===== src/rtl/fft_pkg.sv =====
// Shared types and constants for the FFT core.
// Controller state encoding is also exported on state_dbg.
package fft_pkg;

  localparam int FFT_N            = 16;
  localparam int BFLY_LATENCY_DEF = 2;

  typedef enum logic [2:0] {
    IDLE      = 3'd0,
    SHIFT_IN  = 3'd1,
    LOAD      = 3'd2,
    WAIT      = 3'd3,
    WRITE     = 3'd4,
    NEXT      = 3'd5,
    SHIFT_OUT = 3'd6,
    DONE      = 3'd7
  } fft_ctrl_state_t;

endpackage


===== src/rtl/fft_controller_if.sv =====
// Flag-to-enable link between fft_controller and timers.
// The controller drives enables, timers returns done flags.
interface fft_controller_if;

  logic shift_in_ena;
  logic load_ena;
  logic write_ena;
  logic iteration_ena;
  logic shift_out_ena;

  logic samples_in_done;
  logic samples_loaded_done;
  logic samples_written_done;
  logic fft_done;
  logic samples_out_done;

  modport master (
    output shift_in_ena,
    output load_ena,
    output write_ena,
    output iteration_ena,
    output shift_out_ena,
    input  samples_in_done,
    input  samples_loaded_done,
    input  samples_written_done,
    input  fft_done,
    input  samples_out_done
  );

  modport slave (
    input  shift_in_ena,
    input  load_ena,
    input  write_ena,
    input  iteration_ena,
    input  shift_out_ena,
    output samples_in_done,
    output samples_loaded_done,
    output samples_written_done,
    output fft_done,
    output samples_out_done
  );

endinterface


===== src/rtl/fft_controller.sv =====
// Frame sequencer for the 16-point FFT datapath:
// shift-in, butterfly rounds, shift-out, done.
module fft_controller
  import fft_pkg::*;
#(
  parameter int BFLY_LATENCY = BFLY_LATENCY_DEF
) (
  input  logic             clk,
  input  logic             rst,
  input  logic             start,
  input  logic             abort,
  input  logic             sample_valid,
  input  logic             out_ready,
  fft_controller_if.master tmr,
  output logic             busy,
  output logic             frame_done,
  output logic [2:0]       state_dbg
);

  localparam logic [2:0] WAIT_INIT =
    3'(BFLY_LATENCY - 1);

  fft_ctrl_state_t state;
  fft_ctrl_state_t state_n;
  logic [2:0]      wait_cnt;
  logic [2:0]      wait_n;

  logic si_en;
  logic ld_en;
  logic wr_en;
  logic it_en;
  logic so_en;
  logic fd;

  always_ff @(posedge clk or posedge rst) begin
    if (rst) begin
      state    <= IDLE;
      wait_cnt <= 3'd0;
    end else begin
      state    <= state_n;
      wait_cnt <= wait_n;
    end
  end

  always_comb begin
    state_n = state;
    wait_n  = wait_cnt;
    si_en   = 1'b0;
    ld_en   = 1'b0;
    wr_en   = 1'b0;
    it_en   = 1'b0;
    so_en   = 1'b0;
    fd      = 1'b0;
    unique case (state)
      IDLE: begin
        if (start) state_n = SHIFT_IN;
      end
      SHIFT_IN: begin
        si_en = sample_valid;
        if (tmr.samples_in_done && sample_valid)
          state_n = LOAD;
      end
      LOAD: begin
        ld_en = 1'b1;
        if (tmr.samples_loaded_done) begin
          wait_n  = WAIT_INIT;
          state_n = WAIT;
        end
      end
      WAIT: begin
        if (wait_cnt == 3'd0) state_n = WRITE;
        else wait_n = wait_cnt - 3'd1;
      end
      WRITE: begin
        wr_en = 1'b1;
        if (tmr.samples_written_done)
          state_n = NEXT;
      end
      NEXT: begin
        it_en   = 1'b1;
        state_n = tmr.fft_done ? SHIFT_OUT : LOAD;
      end
      SHIFT_OUT: begin
        so_en = out_ready;
        if (tmr.samples_out_done && out_ready)
          state_n = DONE;
      end
      DONE: begin
        fd      = 1'b1;
        state_n = IDLE;
      end
      default: state_n = IDLE;
    endcase
    // abort outranks every transition, start included
    if (abort) begin
      state_n = IDLE;
      wait_n  = 3'd0;
    end
  end

  assign tmr.shift_in_ena  = si_en;
  assign tmr.load_ena      = ld_en;
  assign tmr.write_ena     = wr_en;
  assign tmr.iteration_ena = it_en;
  assign tmr.shift_out_ena = so_en;

  assign busy       = (state != IDLE);
  assign frame_done = fd;
  assign state_dbg  = state;

endmodule


===== src/flat_wrapper.sv =====
// flat-port wrapper written by rule: the top's interface ports become plain ports
module fft_controller_flat import fft_pkg::*;
#(
  parameter int BFLY_LATENCY = BFLY_LATENCY_DEF
)
  (clk, rst, start, abort, sample_valid, out_ready, busy, frame_done, state_dbg, tmr_shift_in_ena, tmr_load_ena, tmr_write_ena, tmr_iteration_ena, tmr_shift_out_ena, tmr_samples_in_done, tmr_samples_loaded_done, tmr_samples_written_done, tmr_fft_done, tmr_samples_out_done);
  fft_controller_if tmr_i ();
  input  logic clk;
  input  logic rst;
  input  logic start;
  input  logic abort;
  input  logic sample_valid;
  input  logic out_ready;
  output logic busy;
  output logic frame_done;
  output logic [2:0] state_dbg;
  output wire logic [$bits(tmr_i.shift_in_ena)-1:0] tmr_shift_in_ena;
  output wire logic [$bits(tmr_i.load_ena)-1:0] tmr_load_ena;
  output wire logic [$bits(tmr_i.write_ena)-1:0] tmr_write_ena;
  output wire logic [$bits(tmr_i.iteration_ena)-1:0] tmr_iteration_ena;
  output wire logic [$bits(tmr_i.shift_out_ena)-1:0] tmr_shift_out_ena;
  input wire logic [$bits(tmr_i.samples_in_done)-1:0] tmr_samples_in_done;
  input wire logic [$bits(tmr_i.samples_loaded_done)-1:0] tmr_samples_loaded_done;
  input wire logic [$bits(tmr_i.samples_written_done)-1:0] tmr_samples_written_done;
  input wire logic [$bits(tmr_i.fft_done)-1:0] tmr_fft_done;
  input wire logic [$bits(tmr_i.samples_out_done)-1:0] tmr_samples_out_done;
  assign tmr_shift_in_ena = tmr_i.shift_in_ena;
  assign tmr_load_ena = tmr_i.load_ena;
  assign tmr_write_ena = tmr_i.write_ena;
  assign tmr_iteration_ena = tmr_i.iteration_ena;
  assign tmr_shift_out_ena = tmr_i.shift_out_ena;
  assign tmr_i.samples_in_done = tmr_samples_in_done;
  assign tmr_i.samples_loaded_done = tmr_samples_loaded_done;
  assign tmr_i.samples_written_done = tmr_samples_written_done;
  assign tmr_i.fft_done = tmr_fft_done;
  assign tmr_i.samples_out_done = tmr_samples_out_done;
  fft_controller #(.BFLY_LATENCY(BFLY_LATENCY)) u_core (.clk(clk), .rst(rst), .start(start), .abort(abort), .sample_valid(sample_valid), .out_ready(out_ready), .tmr(tmr_i), .busy(busy), .frame_done(frame_done), .state_dbg(state_dbg));
endmodule

===== config.mk =====
export PLATFORM = sky130hd
export DESIGN_NAME = fft_controller_flat
export DESIGN_NICKNAME = d
export VERILOG_FILES = /design/src/rtl/fft_pkg.sv /design/src/rtl/fft_controller_if.sv /design/src/rtl/fft_controller.sv /design/src/flat_wrapper.sv
export SDC_FILE = /design/constraint.sdc
export NUM_CORES = 1
export LEC_CHECK = 0
export BUFFER_PORTS_ARGS = -buffer_cell sky130_fd_sc_hd__buf_2
export CAP_MARGIN = 20
export CELL_PAD_IN_SITES_DETAIL_PLACEMENT = 1
export CELL_PAD_IN_SITES_GLOBAL_PLACEMENT = 1
export CORE_MARGIN = 5
export CORE_UTILIZATION = 34
export CTS_BUF_LIST = sky130_fd_sc_hd__clkbuf_8
export DETAILED_ROUTE_END_ITERATION = 8
export GPL_TIMING_DRIVEN = 0
export PLACE_DENSITY_LB_ADDON = 0.05
export SLEW_MARGIN = 20
export SYNTH_ARGS = -nofsm -noshare
export SYNTH_HDL_FRONTEND = slang
export SYNTH_SLANG_ARGS = --single-unit

===== constraint.sdc =====
create_clock -name clk -period 1.8 [get_ports clk]
set_input_delay 0.09 -clock clk [delete_from_list [all_inputs] [get_ports clk]]
set_output_delay 0.09 -clock clk [all_outputs]
set_load 0.05 [all_outputs]

; After elaboration in Yosys (flattened, before gate mapping)
; Index checks and enable logic that the tools add are counted.
[totals]
latch_bits = 0
reg_bits = 6
mem_bits_ro = 0
out_inout_bits = 10
inputBits = 11
memories = 0
ram_bits = 0
[op_classes]
n_div = 0
shifts = 0
eq_ne = 14
n_reduce_logical = 8
n_mux = 19
n_bitwise = 0
add_sub_neg = 1
n_lt_le_gt_ge = 0
multipliers = 0
[ops]
columns = op, count
row1 = two-way mux 3 bit, 11
row2 = one-hot mux 3 bit (8 select lines), 1
row3 = "== test 3 bit, second input constant", 4
row4 = "inequality test 3 bit, second input constant", 4
row5 = "inequality test 3 x 2 -> 1 bit, second input constant", 3
row6 = "== test 3 x 2 -> 1 bit, second input constant", 2
row7 = logical NOT 3 bit, 2
row8 = two-way mux 1 bit, 6
row9 = one-hot mux 3 bit (2 select lines), 1
row10 = AND reduction 6 bit, 1
row11 = nonzero test 3 bit, 2
row12 = "== test 3 x 1 -> 1 bit, second input constant", 1
row13 = AND reduction 3 bit, 1
row14 = "subtractor 3 x 1 -> 3 bit, second input constant", 1
row15 = logical AND 1 bit, 2

; Depth between registers and ports, before layout
; Gate-level depths: netlist (run 1).
[logic_depth]
word_depth = 4
mapped_depth = 6
ltp_nobuf = 6

; Least setup slack after synthesis (run 1)
; Ideal clock, no wire load.
[synth_timing]
kind = register to output
from = register u_core.state[0], in the netlist u_core.state_dbg[0]
to = output tmr_shift_in_ena
stages_incl_launch_ff = 4
arrival_ps = 2622
setup_slack_ps = -912
path_cell_list = dfrtp_1 buf_2 inv_1 nor4b_1
[synth_via]
elab_chain_len = 2
[synth_rtl]
columns = item, line
row1 = start: declaration, fft_controller.sv:23  ; fft_ctrl_state_t state;
row2 = start signal: assignment, fft_controller.sv:40  ; state <= state_n;
row3 = == test 3 x 1 -> 1 bit, fft_controller.sv:54  ; unique case (state)
row4 = two-way mux 1 bit, fft_controller.sv:54
row5 = end: declaration, flat_wrapper.sv:17  ; output wire logic [$bits(tmr_i.shift_in_ena)-1:0] tmr_shift_in_ena;
; No other way between the ends.

; Final worst setup path (run 1)
[layout_timing]
from = register u_core.state[2], in the netlist u_core.state_dbg[2]
to = output busy
[layout_via]
elab_chain_len = 1
[layout_rtl]
columns = item, line
row1 = nonzero test 3 bit, fft_controller.sv:107  ; assign busy = (state != IDLE);
row2 = end: declaration, flat_wrapper.sv:14  ; output logic busy;
; No other way between the ends.

==> flow_metrics.py, run 1 <==
metrics = {
    "sta": {
        "rsz0062_at_grt": "false",
        "holdWs_ps": 133,
        "finalCritPeriodShare_pct": 86.3,
        "finClkSkew_ps": 2.86,
        "setup_viol": 0,
        "max_slew.worst_pin.slew_ps": 331,
        "relSlewSlack_pct": 77.9,
        "fmax_mhz": 644,
        "slew_viol_final": 0,
        "hold_viol": 0,
        "final.setup.tns_ps": 0,
        "fin_crit_ps": 1550,
    },
    "power_and_ir_drop": {
        "ir_drop_mv": 0.426,
        "seqPwrFrac_pct": 30.9,
        "powerDensity_mw_per_mm2": 723,
        "pwr-share-clk_pct": 42.2,
        "netSwitchingPower_uw": 145,
        "p_comb_share_pct": 26.8,
        "p_int_uw": 331,
        "leakage_uw": 0.000333,
        "switching_share_pct": 30.5,
    },
    "clock_tree": {
        "ctsResizeCount": 0,
        "clockBufferDepth": 2,
        "root_buffer": "clkbuf_8",
        "cts_sinks": 6,
        "cts_buffers": 3,
        "clkTransAtPathRegs_ps": 40,
        "postCtsSetupBuffers": 0,
        "cts_tree": "yes",
        "clk_latency_ps": 220,
        "holdBufCountCts": 1,
        "h-tree-depth": 1,
    },
    "flow_run": {
        "drv_cap": 0,
    },
    "die": {
        "pin_count": 21,
        "rows": 13,
        "dieArea_mm2": 0.00225,
        "die_x_um": 47.4,
        "core-area_mm2": 0.00132,
        "dieHeight_um": 47.4,
        "initial_utilization_pct": 36.2,
    },
    "global_routing": {
        "antenna_found_initial": 0,
        "grt_pass1_vias": 493,
        "track_usage_pct": 14.2,
        "grt_max_degree": 11,
        "grt_pass1_wl_um": 2150,
        "gr-total-overflow": 0,
    },
    "yosys": {
        "synthDominantCellAreaShare_pct": 31.5,
        "synth_area_um2": 477,
        "synth.area.top_cells": "dfrtp_1, ha_1, nand2b_1",
        "synth_cell_type_count": 30,
        "yosysSeqAreaShare_pct": 31.5,
        "synthCells": 52,
        "ys_seq_elements": 6,
        "syn_avg_cell_area_um2": 9.17,
        "synth.net_count": 65,
        "synth_top_area_cell": "dfrtp_1",
        "ys_warn_count": 0,
    },
    "drt": {
        "dr_total_vias": 485,
        "drcViolationCount": 0,
        "drt_iter0_drc": 11,
        "viasPerCell": 5.33,
        "wirelength_um": 1320,
        "drtAntennaViolNets": 0,
        "first_pass_iters": 3,
        "wl_per_cell_um": 14.5,
    },
    "worst_setup_path": {
        "worstSetupStartpointType": "flip-flop",
        "crit_type": "flip-flop to output pin",
        "slowest_stage": "dfrtp_1",
        "startpoint": "u_core.state_dbg[2]",
        "crit_path_max_incr_delay_ps": 460,
        "cp-end-kind": "output pin",
        "worst_ep_arrival_time_ps": 1460,
        "cp_cell_sequence": "buf_4 > or3_1 > buf_2",
        "worstPathMaxFanout": 10,
        "reg2reg_from": "u_core.wait_cnt[0]",
        "crit_required_ps": 1710,
    },
    "layout": {
        "antennaDiodeCount": 0,
        "final_nets": 91,
        "syn2layout_area_growth_pct": 38.1,
        "drive_gt1_share_pct": 46.1,
        "fillers": 171,
    },
    "place": {
        "dpl.hpwl_um": 1090,
        "numPortBuffers": 20,
        "globalplace.congestion": 0.723,
    },
    "run_status": {
        "run_status": "finished, final reports clean",
    },
    "hold_path": {
        "hold_class": "input pin to flip-flop",
        "min_from": "abort",
    },
}
[kinds of logic after synthesis]
family | count (synthesis) | share of synthesized area, %
and+or+nand+nor | 22 | 33.3
AOI/OAI and AO/OA | 14 | 22.3
buffers and inverters | 8 | 7.61
DFF | 6 | 31.5
adders and majority gates | 2 | 5.25
[final cells by class]
| cell class | instances | area, um2 | area share, % |
|---|---|---|---|
| buffer | 3 | 17.5 | 2.66 |
| clock buffer | 3 | 41.3 | 6.27 |
| inverter | 5 | 18.8 | 2.85 |
| multi-input combinational | 38 | 302 | 45.8 |
| sequential | 6 | 150 | 22.8 |
| tap | 15 | 18.8 | 2.85 |
| timing repair buffer | 21 | 110 | 16.7 |
[final timing paths]
check / to / slack [ps] / depth (start not counted)
worst max-delay path: busy / 250 / 3
worst min-delay path: u_core.state_dbg[2] / 130 / 2
worst max register to register: u_core.wait_cnt[1] / 280 / 6
worst min register to register: u_core.wait_cnt[0] / 520 / 1
max in group asynchronous: u_core.wait_cnt[1] / 1280 / 3
min in group asynchronous: u_core.state_dbg[1] / 330 / 3
[routing by layer]
layer / global-route usage (%) / wire length [um] / vias to the layer above
li1: - / - / 237
met1: 15.5 / 561 / 234
met2: 23.5 / 664 / 10
met3: 3.01 / 41 / 4
met4: 11.6 / 49 / 0
met5: 0 / 0 / -
[critical path, delay by kind of cell (launching register included)]
kind	cells	cell delay, ps
flip-flops	1	460
buffers and inverters	2	420
AND/OR/NAND/NOR	1	360
[cells in the final DEF (no fill, tap or decap)]
cell type,synthesis,routed
nand4b_1,1,1
a311oi_1,1,1
o32ai_1,2,2
dlygate4sd3_1,0,1
a2111oi_2,1,1
clkbuf_8,0,3
a21oi_2,1,1
and2b_4,1,1
nor4_2,1,1
and2b_2,1,1
nor2_1,4,4
nand2b_4,1,1
and4bb_1,1,1
nor4b_2,0,1
ha_1,2,2
and3_1,1,1
nor3b_2,0,1
inv_1,5,5
buf_4,1,1
and2_2,1,1
nand2_1,1,1
o21ai_0,2,2
a21o_1,1,1
a22oi_1,1,1
nor2b_1,2,2
o21a_1,1,1
nand2b_1,4,4
dfrtp_1,6,6
a31o_1,1,1
a21oi_1,3,3
buf_2,2,22
or3_1,1,1
[power by group through the flow]
stage	Combinational (uW)	Clock [uW]	Sequential, uW
after floorplan	78.3	0	162
after global placement	126	0	149
after detailed placement	127	0	149
after CTS	129	206	147
after global routing	137	216	148
final	128	201	147
[sequential cells by signal (all words and copies together) (netlist names)]
name / flops
u_core.wait_cnt: 3
u_core.state_dbg: 3
[synth_stat cells]
cell type,n
nand2b_1,4
nor2b_1,2
nand4b_1,1
or3_1,1
and2b_2,1
nand2b_4,1
o21ai_0,2
ha_1,2
a31o_1,1
a311oi_1,1
a2111oi_2,1
o32ai_1,2
nor4b_1,1
nor4_2,1
a22oi_1,1
dfrtp_1,6
o21a_1,1
a21oi_2,1
and2_2,1
nand2_1,1
a21oi_1,3
inv_1,5
a21o_1,1
nor2_1,4
and2b_4,1
buf_2,2
nor3b_1,1
and4bb_1,1
and3_1,1
buf_4,1
[stage by stage]
| step | utilization, % | area (um2) | std cells | worst slack [ps] | power [uW] |
|---|---|---|---|---|---|
| final | 50.0 | 658 | 91 | 246 | 476 |
| after global routing | 50.0 | 658 | 91 | 145 | 501 |
| after CTS | 50.0 | 658 | 91 | 230 | 482 |
| after detailed placement | 46.1 | 607 | 87 | 286 | 276 |
| after global placement | 46.1 | 607 | 87 | 326 | 275 |
| after floorplan | - | 488 | 52 | -236 | 240 |
Power figures use the tool's default switching activity.
==> run 2, diff against run 1 <==
--- a/config.mk
+++ b/config.mk
@@ -10,8 +10,8 @@
 export CELL_PAD_IN_SITES_DETAIL_PLACEMENT = 1
 export CELL_PAD_IN_SITES_GLOBAL_PLACEMENT = 1
 export CORE_MARGIN = 5
-export CORE_UTILIZATION = 34
-export CTS_BUF_LIST = sky130_fd_sc_hd__clkbuf_8
+export CORE_UTILIZATION = 31
+export CTS_BUF_LIST = sky130_fd_sc_hd__clkbuf_16
 export DETAILED_ROUTE_END_ITERATION = 8
 export GPL_TIMING_DRIVEN = 0
 export PLACE_DENSITY_LB_ADDON = 0.05
==> run 2 against run 1 <==
Net effect: cell count is 1.1% higher; global-route usage is 1.7 points lower; sequential power hardly changed; clock skew is 2.0 ps lower; total power is 34% higher; via count is 0.82% lower; sequential share of layout area is 1.2 points lower; critical path depth stayed put; clock power is 79% higher; register-to-register slack hardly changed.
==> flow_metrics.py, run 2 (synthesis gave the netlist of run 1 again) <==
metrics = {
    "run_status": {
        "run_status": "finished, final reports clean",
    },
    "clock_tree": {
        "cts_buffers": 3,
        "cts_sinks": 6,
        "ctsResizeCount": 0,
        "cts_tree": "yes",
        "clk_latency_ps": 230,
        "root_buffer": "clkbuf_16",
        "h-tree-depth": 1,
        "clockBufferDepth": 2,
        "clkTransAtPathRegs_ps": 30,
    },
    "drt": {
        "drt-met1-wl_um": 646,
        "wl_per_cell_um": 15.0,
        "viasPerCell": 5.23,
        "drtAntennaViolNets": 0,
        "dr_total_vias": 481,
        "wirelength_um": 1380,
        "first_pass_iters": 2,
        "dr_wl_met2_um": 655,
        "top_layer": "met4",
        "drt_iter0_drc": 1,
        "routed-wl-met3_um": 50,
        "drcViolationCount": 0,
    },
    "sta": {
        "fmax_mhz": 637,
        "finalCritPeriodShare_pct": 87.2,
        "fin_crit_ps": 1570,
        "max_slew.worst_pin.slew_ps": 315,
        "holdWs_ps": 121,
        "slew_viol_final": 0,
        "relSlewSlack_pct": 78.9,
        "hold_viol": 0,
        "finClkSkew_ps": 0.828,
        "final.setup.tns_ps": 0,
        "setup_viol": 0,
        "rsz0062_at_grt": "false",
    },
    "worst_setup_path": {
        "crit_required_ps": 1710,
        "crit_type": "flip-flop to output pin",
        "cp_cell_sequence": "buf_4 > or3_1 > buf_2",
        "worst_ep_arrival_time_ps": 1480,
        "crit_path_max_incr_delay_ps": 460,
        "cp-end-kind": "output pin",
        "worstSetupStartpointType": "flip-flop",
        "slowest_stage": "dfrtp_1",
        "worstPathMaxFanout": 10,
    },
    "power_and_ir_drop": {
        "powerDensity_mw_per_mm2": 917,
        "ir_drop_mv": 0.626,
        "leakage_uw": 0.000348,
        "p_total_uw": 635,
    },
    "die": {
        "pin_count": 21,
        "die_x_um": 49.2,
        "dieArea_mm2": 0.00242,
        "core-area_mm2": 0.00149,
        "initial_utilization_pct": 32.0,
        "dieHeight_um": 49.2,
        "rows": 14,
    },
    "global_routing": {
        "track_usage_pct": 12.5,
        "grt_pass1_vias": 529,
        "gr-total-overflow": 0,
        "antenna_found_initial": 0,
        "grt_pass1_wl_um": 2330,
        "grt_max_degree": 11,
    },
    "hold_path": {
        "hold_class": "input pin to flip-flop",
    },
    "place": {
        "numPortBuffers": 20,
        "globalplace.congestion": 0.675,
        "placed_area_um2": 608,
        "dpl.hpwl_um": 996,
    },
    "flow_run": {
        "drv_cap": 0,
    },
    "layout": {
        "syn2layout_area_growth_pct": 45.4,
        "antennaDiodeCount": 0,
        "stdcell_area_um2": 693,
        "final_cell_mix": "buf_2, dfrtp_1, inv_1",
        "final_nets": 91,
        "mostFrequentLayoutCell": "buf_2",
        "drive_gt1_share_pct": 46.1,
    },
}
[run 2: cell count changes in the layout (fill, tap and decap cells not counted)]
cell,before,now
clkbuf_16,0,3
clkbuf_8,3,0
[run 2: layout make-up]
class	instances	area, um2
inverter	5	18.8
timing repair buffer	21	110
tap	16	20.0
buffer	3	17.5
fill	186	796
clock buffer	3	75.1
multi-input combinational	38	302
sequential	6	150
[run 2: path summary, 6_finish.rpt]
kind                                             to  depth (start not counted)                 from  slack (ps)
min in group asynchronous        u_core.wait_cnt[0]                          3                  rst         340
max in group asynchronous       u_core.state_dbg[2]                          3                  rst        1270
worst min register to register   u_core.wait_cnt[0]                          1   u_core.wait_cnt[0]         530
worst max register to register   u_core.wait_cnt[1]                          6   u_core.wait_cnt[0]         270
worst min-delay path            u_core.state_dbg[2]                          2                abort         120
worst max-delay path                           busy                          3  u_core.state_dbg[2]         230
[run 2: per-stage QoR]
step           setup WS, ps  instances  utilization, %
2_1_floorplan          -236         52               -
3_3_place_gp            306         88            40.8
3_5_place_dp            287         88            40.8
4_1_cts                 215         92            46.6
5_1_grt                 130         92            46.6
6_report                231         92            46.6
[run 2: power by group]
part	total, uW	switching [uW]	internal, uW
logic	129	82.6	46.6
clock network	359	73.8	285
registers	147	6.98	141
[run 2: timing repair]
action | 4_1_cts | 5_1_grt
endpoints found under the hold margin | 6 | 0
setup buffers | 0 | 0
hold buffers | 1 | 0
[run 2: layer usage]
layer  GRT usage [%]  up-vias
li1                -      238
met1            13.7      227
met2            21.5       12
met3            4.28        4
met4            5.38        0
met5               0        -
[run 2: critical path, delay by kind of cell, from the launching register on]
family                 cells  cell delay, ps
buffers and inverters      2             430
flip-flops                 1             460
AND/OR/NAND/NOR            1             360
